### src/rtl/alt_ddrx_bank_cmd_issuer_if.sv
// Request, timer-status, command-offer and timer-strobe signals of one bank's command issuer.
// The slave modport is the issuer's view; the master modport is its environment.
interface alt_ddrx_bank_cmd_issuer_if #(
    parameter int unsigned MEM_IF_ROW_WIDTH = 16
);
    logic                        req_valid;
    logic                        req_ready;
    logic                        req_read;
    logic [MEM_IF_ROW_WIDTH-1:0] req_row;

    logic                        current_state;
    logic [MEM_IF_ROW_WIDTH-1:0] current_row;
    logic                        rdwr_ready;
    logic                        act_ready;
    logic                        pch_ready;

    logic                        cmd_valid;
    logic [1:0]                  cmd_type;
    logic [MEM_IF_ROW_WIDTH-1:0] cmd_row;
    logic                        cmd_auto_pch;
    logic                        cmd_grant;

    logic                        open;
    logic                        close;
    logic                        read;
    logic                        write;
    logic [MEM_IF_ROW_WIDTH-1:0] row_addr;

    modport master (
        output req_valid, req_read, req_row,
        output current_state, current_row, rdwr_ready, act_ready, pch_ready, cmd_grant,
        input  req_ready, cmd_valid, cmd_type, cmd_row, cmd_auto_pch,
        input  open, close, read, write, row_addr
    );

    modport slave (
        input  req_valid, req_read, req_row,
        input  current_state, current_row, rdwr_ready, act_ready, pch_ready, cmd_grant,
        output req_ready, cmd_valid, cmd_type, cmd_row, cmd_auto_pch,
        output open, close, read, write, row_addr
    );
endinterface

### src/rtl/alt_ddrx_bank_cmd_issuer.sv
// Per-bank command sequencer: steps one request through PCH/ACT/RD/WR, offering each command
// when the bank timer allows it and emitting timer strobes in the arbiter's grant cycle.
module alt_ddrx_bank_cmd_issuer #(
    parameter int unsigned MEM_IF_ROW_WIDTH   = 16,
    parameter int unsigned CLOSE_PAGE_POLICY  = 1,
    parameter int unsigned WAIT_COUNTER_WIDTH = 8
) (
    input  logic                             ctl_clk,
    input  logic                             ctl_reset,
    alt_ddrx_bank_cmd_issuer_if.slave        bus,
    output logic                             busy,
    output logic                             starved
);
    localparam logic                          ClosePage = (CLOSE_PAGE_POLICY != 0);
    localparam logic [WAIT_COUNTER_WIDTH-1:0] WaitMax   = '1;

    typedef enum logic [2:0] {StIdle, StEval, StPch, StAct, StRdwr} state_e;

    state_e                        state_q, state_d;
    logic [MEM_IF_ROW_WIDTH-1:0]   row_q;
    logic                          read_q;
    logic [WAIT_COUNTER_WIDTH-1:0] wait_q, wait_d;
    logic                          starved_q;

    logic       accept;
    logic       req_ready;
    logic       cmd_valid;
    logic [1:0] cmd_type;
    logic       cmd_auto_pch;
    logic       granted;
    logic       open_s, close_s, read_s, write_s;

    always_comb begin
        state_d      = state_q;
        wait_d       = wait_q;
        accept       = 1'b0;
        req_ready    = 1'b0;
        cmd_valid    = 1'b0;
        cmd_type     = 2'b00;
        cmd_auto_pch = 1'b0;
        open_s       = 1'b0;
        close_s      = 1'b0;
        read_s       = 1'b0;
        write_s      = 1'b0;

        unique case (state_q)
            StIdle: req_ready = 1'b1;
            StPch: begin
                cmd_valid = bus.pch_ready;
                cmd_type  = 2'b00;
            end
            StAct: begin
                cmd_valid = bus.act_ready;
                cmd_type  = 2'b01;
            end
            StRdwr: begin
                cmd_valid    = bus.rdwr_ready;
                cmd_type     = read_q ? 2'b10 : 2'b11;
                cmd_auto_pch = ClosePage;
            end
            default: ;
        endcase

        granted = cmd_valid && bus.cmd_grant;

        unique case (state_q)
            StIdle: begin
                if (bus.req_valid) begin
                    accept  = 1'b1;
                    wait_d  = '0;
                    state_d = StEval;
                end
            end
            StEval: begin
                if (!bus.current_state) begin
                    state_d = StAct;
                end else if (ClosePage || (bus.current_row != row_q)) begin
                    state_d = StPch;
                end else begin
                    state_d = StRdwr;
                end
            end
            StPch: begin
                if (granted) begin
                    close_s = 1'b1;
                    state_d = StAct;
                end
            end
            StAct: begin
                if (granted) begin
                    open_s  = 1'b1;
                    state_d = StRdwr;
                end
            end
            StRdwr: begin
                if (granted) begin
                    read_s  = read_q;
                    write_s = !read_q;
                    close_s = cmd_auto_pch;
                    state_d = StIdle;
                end
            end
            default: state_d = StIdle;
        endcase

        // Waiting for a timer flag or the arbiter both count as starvation time.
        if ((state_q == StPch || state_q == StAct || state_q == StRdwr) && !granted &&
            (wait_q != WaitMax)) begin
            wait_d = wait_q + 1'b1;
        end

        // Reset abandons any request in flight without emitting a strobe.
        if (ctl_reset) begin
            req_ready = 1'b0;
            cmd_valid = 1'b0;
            open_s    = 1'b0;
            close_s   = 1'b0;
            read_s    = 1'b0;
            write_s   = 1'b0;
        end
    end

    always_ff @(posedge ctl_clk) begin
        if (ctl_reset) begin
            state_q   <= StIdle;
            row_q     <= '0;
            read_q    <= 1'b0;
            wait_q    <= '0;
            starved_q <= 1'b0;
        end else begin
            state_q   <= state_d;
            wait_q    <= wait_d;
            starved_q <= (wait_d == WaitMax);
            if (accept) begin
                row_q  <= bus.req_row;
                read_q <= bus.req_read;
            end
        end
    end

    assign bus.req_ready    = req_ready;
    assign bus.cmd_valid    = cmd_valid;
    assign bus.cmd_type     = cmd_type;
    assign bus.cmd_row      = row_q;
    assign bus.cmd_auto_pch = cmd_auto_pch;
    assign bus.open         = open_s;
    assign bus.close        = close_s;
    assign bus.read         = read_s;
    assign bus.write        = write_s;
    assign bus.row_addr     = row_q;
    assign busy             = (state_q != StIdle);
    assign starved          = starved_q;
endmodule

### src/flat_wrapper.sv
// flat-port wrapper written by rule: the top's interface ports become plain ports
module alt_ddrx_bank_cmd_issuer_flat 
#(
    parameter int unsigned MEM_IF_ROW_WIDTH   = 16,
    parameter int unsigned CLOSE_PAGE_POLICY  = 1,
    parameter int unsigned WAIT_COUNTER_WIDTH = 8
)
  (ctl_clk, ctl_reset, busy, starved, bus_req_valid, bus_req_read, bus_req_row, bus_current_state, bus_current_row, bus_rdwr_ready, bus_act_ready, bus_pch_ready, bus_cmd_grant, bus_req_ready, bus_cmd_valid, bus_cmd_type, bus_cmd_row, bus_cmd_auto_pch, bus_open, bus_close, bus_read, bus_write, bus_row_addr);
  alt_ddrx_bank_cmd_issuer_if #(.MEM_IF_ROW_WIDTH(MEM_IF_ROW_WIDTH)) bus_i ();
  input  logic ctl_clk;
  input  logic ctl_reset;
  output logic busy;
  output logic starved;
  input wire logic [$bits(bus_i.req_valid)-1:0] bus_req_valid;
  input wire logic [$bits(bus_i.req_read)-1:0] bus_req_read;
  input wire logic [$bits(bus_i.req_row)-1:0] bus_req_row;
  input wire logic [$bits(bus_i.current_state)-1:0] bus_current_state;
  input wire logic [$bits(bus_i.current_row)-1:0] bus_current_row;
  input wire logic [$bits(bus_i.rdwr_ready)-1:0] bus_rdwr_ready;
  input wire logic [$bits(bus_i.act_ready)-1:0] bus_act_ready;
  input wire logic [$bits(bus_i.pch_ready)-1:0] bus_pch_ready;
  input wire logic [$bits(bus_i.cmd_grant)-1:0] bus_cmd_grant;
  output wire logic [$bits(bus_i.req_ready)-1:0] bus_req_ready;
  output wire logic [$bits(bus_i.cmd_valid)-1:0] bus_cmd_valid;
  output wire logic [$bits(bus_i.cmd_type)-1:0] bus_cmd_type;
  output wire logic [$bits(bus_i.cmd_row)-1:0] bus_cmd_row;
  output wire logic [$bits(bus_i.cmd_auto_pch)-1:0] bus_cmd_auto_pch;
  output wire logic [$bits(bus_i.open)-1:0] bus_open;
  output wire logic [$bits(bus_i.close)-1:0] bus_close;
  output wire logic [$bits(bus_i.read)-1:0] bus_read;
  output wire logic [$bits(bus_i.write)-1:0] bus_write;
  output wire logic [$bits(bus_i.row_addr)-1:0] bus_row_addr;
  assign bus_i.req_valid = bus_req_valid;
  assign bus_i.req_read = bus_req_read;
  assign bus_i.req_row = bus_req_row;
  assign bus_i.current_state = bus_current_state;
  assign bus_i.current_row = bus_current_row;
  assign bus_i.rdwr_ready = bus_rdwr_ready;
  assign bus_i.act_ready = bus_act_ready;
  assign bus_i.pch_ready = bus_pch_ready;
  assign bus_i.cmd_grant = bus_cmd_grant;
  assign bus_req_ready = bus_i.req_ready;
  assign bus_cmd_valid = bus_i.cmd_valid;
  assign bus_cmd_type = bus_i.cmd_type;
  assign bus_cmd_row = bus_i.cmd_row;
  assign bus_cmd_auto_pch = bus_i.cmd_auto_pch;
  assign bus_open = bus_i.open;
  assign bus_close = bus_i.close;
  assign bus_read = bus_i.read;
  assign bus_write = bus_i.write;
  assign bus_row_addr = bus_i.row_addr;
  alt_ddrx_bank_cmd_issuer #(.MEM_IF_ROW_WIDTH(MEM_IF_ROW_WIDTH), .CLOSE_PAGE_POLICY(CLOSE_PAGE_POLICY), .WAIT_COUNTER_WIDTH(WAIT_COUNTER_WIDTH)) u_core (.ctl_clk(ctl_clk), .ctl_reset(ctl_reset), .bus(bus_i), .busy(busy), .starved(starved));
endmodule
### config.mk
export PLATFORM = sky130hd
export DESIGN_NAME = alt_ddrx_bank_cmd_issuer_flat
export DESIGN_NICKNAME = d
export VERILOG_FILES = /design/src/rtl/alt_ddrx_bank_cmd_issuer_if.sv /design/src/rtl/alt_ddrx_bank_cmd_issuer.sv /design/src/flat_wrapper.sv
export SDC_FILE = /design/constraint.sdc
export NUM_CORES = 1
export LEC_CHECK = 0
export CELL_PAD_IN_SITES_DETAIL_PLACEMENT = 0
export CELL_PAD_IN_SITES_GLOBAL_PLACEMENT = 1
export CORE_MARGIN = 5
export CORE_UTILIZATION = 27
export DETAILED_ROUTE_END_ITERATION = 10
export GPL_TIMING_DRIVEN = 0
export PLACE_DENSITY = 0.75
export RECOVER_POWER = 25
export SKIP_CTS_REPAIR_TIMING = 1
export SLEW_MARGIN = 20
export SYNTH_ARGS = -nofsm -noshare
export SYNTH_HDL_FRONTEND = slang
export SYNTH_SLANG_ARGS = --single-unit
### constraint.sdc
create_clock -name ctl_clk -period 2.03 [get_ports ctl_clk]
set_clock_uncertainty 0.1 [all_clocks]
set_input_delay 0.609 -clock ctl_clk [delete_from_list [all_inputs] [get_ports ctl_clk]]
set_output_delay 0.609 -clock ctl_clk [all_outputs]
set_load 0.05 [all_outputs]
==> out/qor.yml, run 1 <==
fin_nets: 334
setup_viol: 17
synth-edff-count: 0
fin_util_pct: 49.7
synthArstFlopShare_pct: 0
report.power.total_mw: 2.41
finalWeightedCongestion: 0.759
gr-total-overflow: 0
grt_pass1_vias: 1466
die_h_um: 87.1
drt_iter0_drc: 60
grt_usage_pct: 11.8
wirelength_um: 4950
p_sw_mw: 0.904
power.density_nw_per_um2: 830
numCtsBuffers: 5
start_kind: "flop"
cts_sinks: 29
grt_pass1_wl_um: 7150
slew_viol_final: 0
period_needed_ns: 2.44
hold_ws_ns: 0.369
antenna_found_initial: 0
coreArea_um2: 5850
synthToLayoutAreaGrowth_pct: 81.1
ys_seq_area_share_pct: 36.2
clk-insertion-delay-late_ns: 0.28
syn-num-nets: 242
synth_cell_types: 46
drv_cap: 0
clockBufferDepth: 2
outcome: "finished with violations"
p_leak_nw: 1.69
drcViolationCount: 0
port_buffers: 67
syn_area_per_cell_um2: 8.03
arrival_ns: 1.73
endpoint_kind: "primary output"
p_comb_share_pct: 46.4
fmax_mhz: 409
first_pass_iters: 4
cts-root-buf: "clkbuf_8"
peakVddDrop_uv: 438
crit_type: "reg -> out"
diodes: 0
die-area_um2: 7590
p_int_mw: 1.51
synthCells: 200
ant_nets: 0
fin_crit_sh_pct: 120
die_x_um: 87.1
final_hold_viol_count: 0
dp_hpwl_um: 3390
num_io_pins: 84
netSwitchingFraction_pct: 37.5
final_layout_size_suffix_gt1_share_pct: 32.4
fp-row-count: 28
h-tree-depth: 2
num_vias: 1689
wl_per_cell_um: 13.5
rsz0062_at_grt: "yes"
start_util_pct: 27.4
cts_tree: "yes"
synth_area_um2: 1610
tightest_slew_ns: 0.536
cp.required_ns: 1.32
synth-warning-count: 0
hold_class: "reg -> reg"
finalWorstSetupSlack_ns: -0.412
grt_max_degree: 11
clkSlewWorstSetupHoldPaths_ns: 0.06
violations: "negative setup slack"
detail_route.vias_per_cell: 4.59
power_frac_seq_pct: 27.6
pre_cts_ws_ns: -1.47
ys_seq_elements: 29
critical_path_peak_fanout: 6
slew_headroom_pct: 64.2
p_clk_share_pct: 25.9
dominantRegCellSynth: "dfxtp_1"
## cells in the mapped netlist, drive strengths merged, types with 3 or more instances
| library cell | instances | area, um^2 |
|---|---|---|
| a21oi | 24 | 120 |
| nor4 | 3 | 25.0 |
| buf | 22 | 161 |
| clkbuf | 4 | 15.0 |
| and3 | 3 | 18.8 |
| inv | 4 | 15.0 |
| nand3 | 6 | 30.0 |
| nand2 | 43 | 161 |
| nor2 | 16 | 62.6 |
| nor3 | 8 | 51.3 |
| o21ai | 4 | 20.0 |
| nor2b | 3 | 18.8 |
| dfxtp | 29 | 581 |
## through the flow
stage	cells	TNS, ns	instance area, um^2
floorplan	200	-2.27	1670
global placement	342	-23.17	2430
detailed placement	342	-22.84	2430
CTS	350	-21.78	2550
global route	368	-4.27	2910
finish	368	-2.88	2910
## metal layers
layer | track usage [%] | up-vias | wire length, um
met3 | 3.31 | 8 | 380
met2 | 19.0 | 57 | 2380
met1 | 15.5 | 762 | 2140
met5 | 0 | - | 0
met4 | 3.35 | 0 | 46
li1 | - | 862 | -
## worst paths after layout
check | cells past startpoint | from | to | slack [ns]
worst max-delay path | 7 | u_core.state_q[2] | bus_write | -0.41
worst max register to register | 8 | u_core.state_q[1] | u_core.starved | -0.10
worst min-delay path | 2 | u_core.bus.cmd_row[1] | u_core.bus.cmd_row[1] | 0.37
worst min register to register | 2 | u_core.bus.cmd_row[1] | u_core.bus.cmd_row[1] | 0.37
## flip-flops by register name, indices dropped and copies added (netlist names)
signal,cells
u_core.starved,1
u_core.wait_q,8
u_core.bus.cmd_row,16
u_core.read_q,1
u_core.state_q,3
## logic make-up (layout without fill, tap and decap cells)
kind of cell | count (synthesis) | in the layout | share of synthesized area, %
AOI/OAI and AO/OA | 42 | 42 | 18.5
adders and majority gates | 1 | 1 | 0.779
DFF | 29 | 29 | 36.2
xor gates and xnor gates | 2 | 2 | 2.26
buffers and inverters | 30 | 123 | 11.9
and+or+nand+nor | 96 | 96 | 30.4
## cells in the final DEF (no fill, tap or decap), types with 3 or more instances in the layout
master	instances
nand2_1	41
dlymetal6s2s_1	36
buf_4	35
dfxtp_1	27
a21oi_1	23
clkdlybuf4s50_1	20
nor2_1	10
buf_6	8
buf_8	6
clkbuf_8	6
nand3_1	5
nor3_1	5
nor2_2	4
nor3_4	3
and3_1	3
## power groups by stage
stage	registers [mW]	clock network, mW	logic (mW)
6_report	0.667	0.625	1.12
4_1_cts	0.667	0.641	0.945
3_5_place_dp	0.680	0	0.942
5_1_grt	0.676	0.672	1.18
3_3_place_gp	0.679	0	0.939
2_1_floorplan	0.790	0	0.547
## layout make-up
cell class	instances	area, um^2
Sequential cell	29	586
Inverter	4	15.0
Multi-Input combinational cell	141	957
Clock inverter	1	30.0
Buffer	26	205
Clock buffer	7	86.3
Fill cell	565	2940
Timing Repair Buffer	85	935
Tap cell	75	93.8
## worst max-delay path, cell delays in order (launching register included)
cell,delay [ns]
dfxtp_2,0.32
buf_6,0.12
and3b_4,0.31
o21bai_4,0.07
a21oi_4,0.18
nand2_4,0.10
nor3_4,0.17
buf_6,0.18
Power figures use the tool's default switching activity.
==> run 2, diff against run 1 <==
==> constraint.sdc (replaced) <==
create_clock -name ctl_clk -period 2.03 [get_ports ctl_clk]
set_clock_uncertainty 0.1 [all_clocks]
set_input_delay 0.406 -clock ctl_clk [delete_from_list [all_inputs] [get_ports ctl_clk]]
set_output_delay 0.406 -clock ctl_clk [all_outputs]
set_load 0.05 [all_outputs]
==> run 2 against run 1 <==
The run still ends with negative setup slack left. Combinational power decreased by 11%. Critical endpoint unchanged. Flip-flop and latch count unchanged. Via count decreased by 3.7%. Clock-buffer cell count decreased by 2. Highest routed layer unchanged. Global-route usage increased by 0.31 points.
==> out/qor.yml, run 2 (same netlist as run 1, synthesis figures left out) <==
outcome: "finished with violations"
violations: "negative setup slack"
coreArea_um2: 5850  # unchanged
arrival_ns: 1.71  # -0.02 ns
wl_per_cell_um: 12.5  # -7.3%
fin_util_pct: 46.0  # -3.7 points
placed_cells: 342  # unchanged
layout_common_cells: "nand2_1 (41), clkdlybuf4s50_1 (36), buf_4 (28)"
rsz0062_at_grt: "yes"
peakVddDrop_uv: 444  # +1.5%
hp-start: "bus_rdwr_ready"
met3_usage_pct: 3.12  # -0.19 points
grt_pass1_vias: 1541  # +5.1%
finalSetupTns_ns: -0.668  # +2.21 ns
grt_usage_pct: 12.1  # +0.31 points
grt_max_degree: 11  # unchanged
endpoint_kind: "primary output"
die-area_um2: 7590  # unchanged
critical_path_peak_fanout: 4  # -2
crit_type: "reg -> out"
top_usage_layer: "met2"
cp.required_ns: 1.52  # +0.20 ns
finalWeightedCongestion: 0.797  # +5.0%
port_buffers: 67  # unchanged
holdPathStages: 4  # +2
drcViolationCount: 0  # unchanged
slew_viol_final: 0  # unchanged
setup_viol: 6  # -11
gr-usage-met1_pct: 15.9  # +0.43 points
fmax_mhz: 451  # +10%
p_clk_share_pct: 21.8  # -4.1 points
clk-insertion-delay-late_ns: 0.28  # about the same
drt_iter0_drc: 50  # -17%
cts-root-buf: "clkbuf_8"
num_io_pins: 84  # unchanged
cts_tree: "yes"
clkSlewWorstSetupHoldPaths_ns: 0.06  # about the same
regToRegSetupSlack_ns: 0.02  # +0.12 ns
die_x_um: 87.1  # unchanged
met2_usage_pct: 19.3  # +0.28 points
netSwitchingFraction_pct: 40.7  # +3.2 points
cts_sinks: 29  # unchanged
report.power.total_mw: 2.13  # -12%
p_leak_nw: 1.35  # -20%
num_vias: 1626  # -3.7%
dp_hpwl_um: 3340  # -1.4%
antenna_found_initial: 0  # unchanged
slew_headroom_pct: 65.6  # +1.4 points
final_layout_size_suffix_gt1_share_pct: 28.8  # -3.7 points
pre_cts_ws_ns: -1.29  # +0.186 ns
gr-total-overflow: 0  # unchanged
die_h_um: 87.1  # unchanged
fin_crit_sh_pct: 109  # -11 points
rr_worst_depth: 7  # -1
synthToLayoutAreaGrowth_pct: 67.7
finalWorstSetupSlack_ns: -0.187  # +0.225 ns
detail_route.vias_per_cell: 4.52  # -1.6%
wirelength_um: 4490  # -9.3%
period_needed_ns: 2.22  # -0.225 ns
start_kind: "flop"
ant_nets: 0  # unchanged
r2r_start: "u_core.state_q[1]"
h-tree-depth: 2  # unchanged
final_hold_viol_count: 0  # unchanged
fp-row-count: 28  # unchanged
layout_commonest_cell: "nand2_1"
tightest_slew_ns: 0.515  # -0.0203 ns
r2r-end: "u_core.starved"
p_sw_mw: 0.867  # -4.1%
first_pass_iters: 4  # unchanged
grt_pass1_wl_um: 7360  # +2.9%
fin_nets: 326  # -2.4%
numCtsBuffers: 5  # unchanged
power.density_nw_per_um2: 793  # -4.4%
finalNonFillerCells: 360  # -2.2%
p_comb_share_pct: 46.9  # +0.5 points
drv_cap: 0  # unchanged
power_frac_seq_pct: 31.4  # +3.8 points
diodes: 0  # unchanged
hold_class: "in -> reg"
clockBufferDepth: 2  # unchanged
start_util_pct: 27.4  # unchanged
largest_reg_flops: 16  # unchanged
holdPathEnd: "u_core.state_q[2]"
p_int_mw: 1.27  # -16%
run 2: area by class of cell:
| class | count | area, um^2 |
|---|---|---|
| Clock buffer | 5 | 68.8 |
| Tap cell | 75 | 93.8 |
| Clock inverter | 3 | 17.5 |
| Timing Repair Buffer | 77 | 795 |
| Sequential cell | 29 | 583 |
| Multi-Input combinational cell | 141 | 931 |
| Inverter | 4 | 15.0 |
| Buffer | 26 | 188 |
| Fill cell | 594 | 3160 |
run 2: worst max path at each step:
stage	start	endpoint	slack (ns)	cells past startpoint
after floorplan	u_core.state_q[2]	bus_close	-0.29	6
after global placement	ctl_reset	bus_req_ready	-1.27	5
after detailed placement	ctl_reset	bus_req_ready	-1.29	5
after CTS	ctl_reset	bus_req_ready	-1.28	5
after global routing	u_core.state_q[2]	bus_write	-0.28	7
final	u_core.state_q[2]	bus_write	-0.19	7
run 2: per-stage QoR:
| step | hold slack, ns | cell area, um^2 |
|---|---|---|
| 4_1_cts | 0.377 | 2530 |
| 5_1_grt | 0.396 | 2690 |
| 6_report | 0.375 | 2690 |
| 3_5_place_dp | 0.366 | 2440 |
| 3_3_place_gp | 0.360 | 2440 |
| 2_1_floorplan | 0.375 | 1680 |
run 2: worst max-delay path, stage by stage, from the launching register on:
cell and delay, ns:
dfxtp_2 0.32, buf_6 0.11, and3b_4 0.30, o21bai_4 0.08, a21oi_4 0.18, nand2_4 0.10, nor3_4 0.17, buf_6 0.17
run 2: layer usage:
layer  share of wire, %  vias to the layer above  routed length, um
li1                   -                      841                  -
met3                6.9                        5                309
met2                 47                       38               2110
met1                 45                      742               2030
met5                  0                        -                  0
met4                1.0                        0                 46
run 2: power groups by stage:
| stage | Clock [mW] | Combinational [mW] | Sequential [mW] |
|---|---|---|---|
| final | 0.465 | 1.00 | 0.669 |
| after global routing | 0.518 | 1.07 | 0.679 |
| after CTS | 0.484 | 0.940 | 0.669 |
| after detailed placement | 0 | 0.937 | 0.682 |
| after global placement | 0 | 0.936 | 0.680 |
| after floorplan | 0 | 0.545 | 0.790 |
==> variant, RTL diff (settings of run 2) <==
Make the reset (`ctl_reset`) asynchronous in one clocked block.
--- a/src/rtl/alt_ddrx_bank_cmd_issuer.sv
+++ b/src/rtl/alt_ddrx_bank_cmd_issuer.sv
@@ -120,7 +120,7 @@
         end
     end
 
-    always_ff @(posedge ctl_clk) begin
+    always_ff @(posedge ctl_clk or posedge ctl_reset) begin
         if (ctl_reset) begin
             state_q   <= StIdle;
             row_q     <= '0;
Check against the original RTL: differs if ctl_reset is asserted again (counterexample within 4 cycles, from zero or initial values and one cycle with ctl_reset high); with ctl_reset held inactive, the same outputs for 10 cycles.
==> variant against run 2 <==
The run still ends with negative setup slack left; sequential cell count unchanged; synthesized area increased by 4.9%; design area increased by 4.4%; setup slack about the same; register-to-register slack got worse by 0.14 ns; global-route usage decreased by 0.97 points; routed wire length decreased by 3.4%; critical endpoint is now bus_close.
Power is not compared: it rests on default switching activity, and its combinational part moved more than twofold at a synthesized area within 25%.
==> variant: results (changes against run 2) <==
| Metric | Value |
|---|---|
| Global-route total usage across every layer | 11.2% (-0.97 points) |
| Net count of the mapped netlist | 204 (-16%) |
| DR vias/cell | 4.70 (+4.1%) |
| Min-Delay Path Class | reg -> reg |
| Failing checks | negative setup slack |
| # placed instances | 304 (-11%) |
| Synth async-reset ratio | 100% (+100 points) |
| Nets | 287 (-12%) |
| Reg2Reg Setup Slack | -0.12 ns (-0.14 ns) |
| CP Max Fanout | 6 (+2) |
| Via count of the first global-routing pass | 1,471 (-4.5%) |
| Post-synthesis sequential area ratio | 43.1% (+6.9 points) |
| Status | finished, violations left |
| Synthesized instance count | 162 (-19%) |
| Worst Setup Slack, final | -0.188 ns (-0.000157 ns) |
| Final standard cell count with taps included and fillers excluded | 320 (-11%) |
| Worst r2r src | u_core.state_q[0]$_DFFE_PP0P_ |
| Fraction of final layout cells sized beyond drive strength 1 | 39.6% (+11 points) |
| Hold depth | 1 (-3) |
| Leading register cell type out of synthesis | sky130_fd_sc_hd__dfrtp_1 |
| Min-Delay Endpoint | u_core.bus.cmd_row[12]$_DFFE_PP0P_ |
| Number of setup violations in the final report | 9 (+3) |
| Initial DRC Count | 45 (-10%) |
| # fillers | 560 (-5.7%) |
| Global-route wire length before repair | 7010 microns (-4.7%) |
| Commonest cells in the synthesized netlist | sky130_fd_sc_hd__dfrtp_1 (29), sky130_fd_sc_hd__buf_4 (16), sky130_fd_sc_hd__mux2_2 (16) |
| Worst min-delay path startpoint | u_core.bus.cmd_row[12]$_DFFE_PP0P_ |
| Pin count of the biggest net entering global routing | 30 (+19) |
==> variant: cell types whose count changed after synthesis, moves of 4 or more <==
cell                              run 2  this run
sky130_fd_sc_hd__nand2_1             43        10
sky130_fd_sc_hd__dfrtp_1              0        29
sky130_fd_sc_hd__dfxtp_1             29         0
sky130_fd_sc_hd__a21oi_1             24         2
sky130_fd_sc_hd__mux2_2               0        16
sky130_fd_sc_hd__nor2_1              15         8
sky130_fd_sc_hd__o21ai_0              3         9
sky130_fd_sc_hd__a211oi_1             2         7
sky130_fd_sc_hd__clkbuf_1             4         0
==> variant: cells by family (layout without fill, tap and decap cells) <==
family / Yosys count / count (layout) / share of synthesized area (%)
AND/OR/NAND/NOR: 50 / 50 / 16.1
AO/OA/AOI/OAI: 34 / 34 / 15.4
buffers and inverters: 29 / 112 / 12.0
adder cells (fa/ha/maj): 1 / 1 / 0.743
XOR/XNOR: 2 / 2 / 1.04
flip-flops: 29 / 29 / 43.1
multiplexers: 17 / 17 / 11.6
==> variant: how the worst max path moves through the flow <==
stage,end,slack (ns)
CTS,bus_close,-0.96
global route,bus_close,-0.29
floorplan,bus_close,-0.40
global placement,bus_close,-0.82
finish,bus_close,-0.19
detailed placement,bus_close,-0.84
==> variant: area by class of cell <==
cell class | count | area share (%)
multi-input cells | 104 | 31.8
flip-flops and latches | 29 | 25.9
well taps | 75 | 3.34
clock buffers | 7 | 3.07
repair buffers | 76 | 28.0
plain buffers | 21 | 6.54
inverters | 8 | 1.34
==> variant: worst max-delay path, cell delays in order, from the launching register on <==
cell,delay [ns]
sky130_fd_sc_hd__dfrtp_1,0.37
sky130_fd_sc_hd__buf_6,0.14
sky130_fd_sc_hd__nor2_4,0.13
sky130_fd_sc_hd__nand2_4,0.08
sky130_fd_sc_hd__inv_8,0.06
sky130_fd_sc_hd__a22oi_2,0.08
sky130_fd_sc_hd__nor2_4,0.11
sky130_fd_sc_hd__nand2_4,0.10
sky130_fd_sc_hd__nor3_4,0.18
sky130_fd_sc_hd__buf_6,0.18
==> variant: metrics by stage <==
stage | util [%] | hold slack [ns] | TNS (ns) | instance area, sq um | setup WS (ns)
detailed placement | 42.3 | 0.426 | -8.26 | 2530 | -0.835
global route | 46.9 | 0.459 | -2.49 | 2810 | -0.289
finish | 46.9 | 0.431 | -1.06 | 2810 | -0.188
floorplan | - | 0.384 | -2.07 | 1770 | -0.396
CTS | 43.7 | 0.440 | -8.78 | 2620 | -0.957
global placement | 42.3 | 0.418 | -9.38 | 2530 | -0.817
==> variant: per-layer routing <==
metal	vias to the layer above	part of all wire [%]	track usage (%)
met2	35	52	19.2
met1	730	40	13.8
li1	738	-	-
met5	-	0	0
met4	0	0.28	2.44
met3	2	6.9	3.59
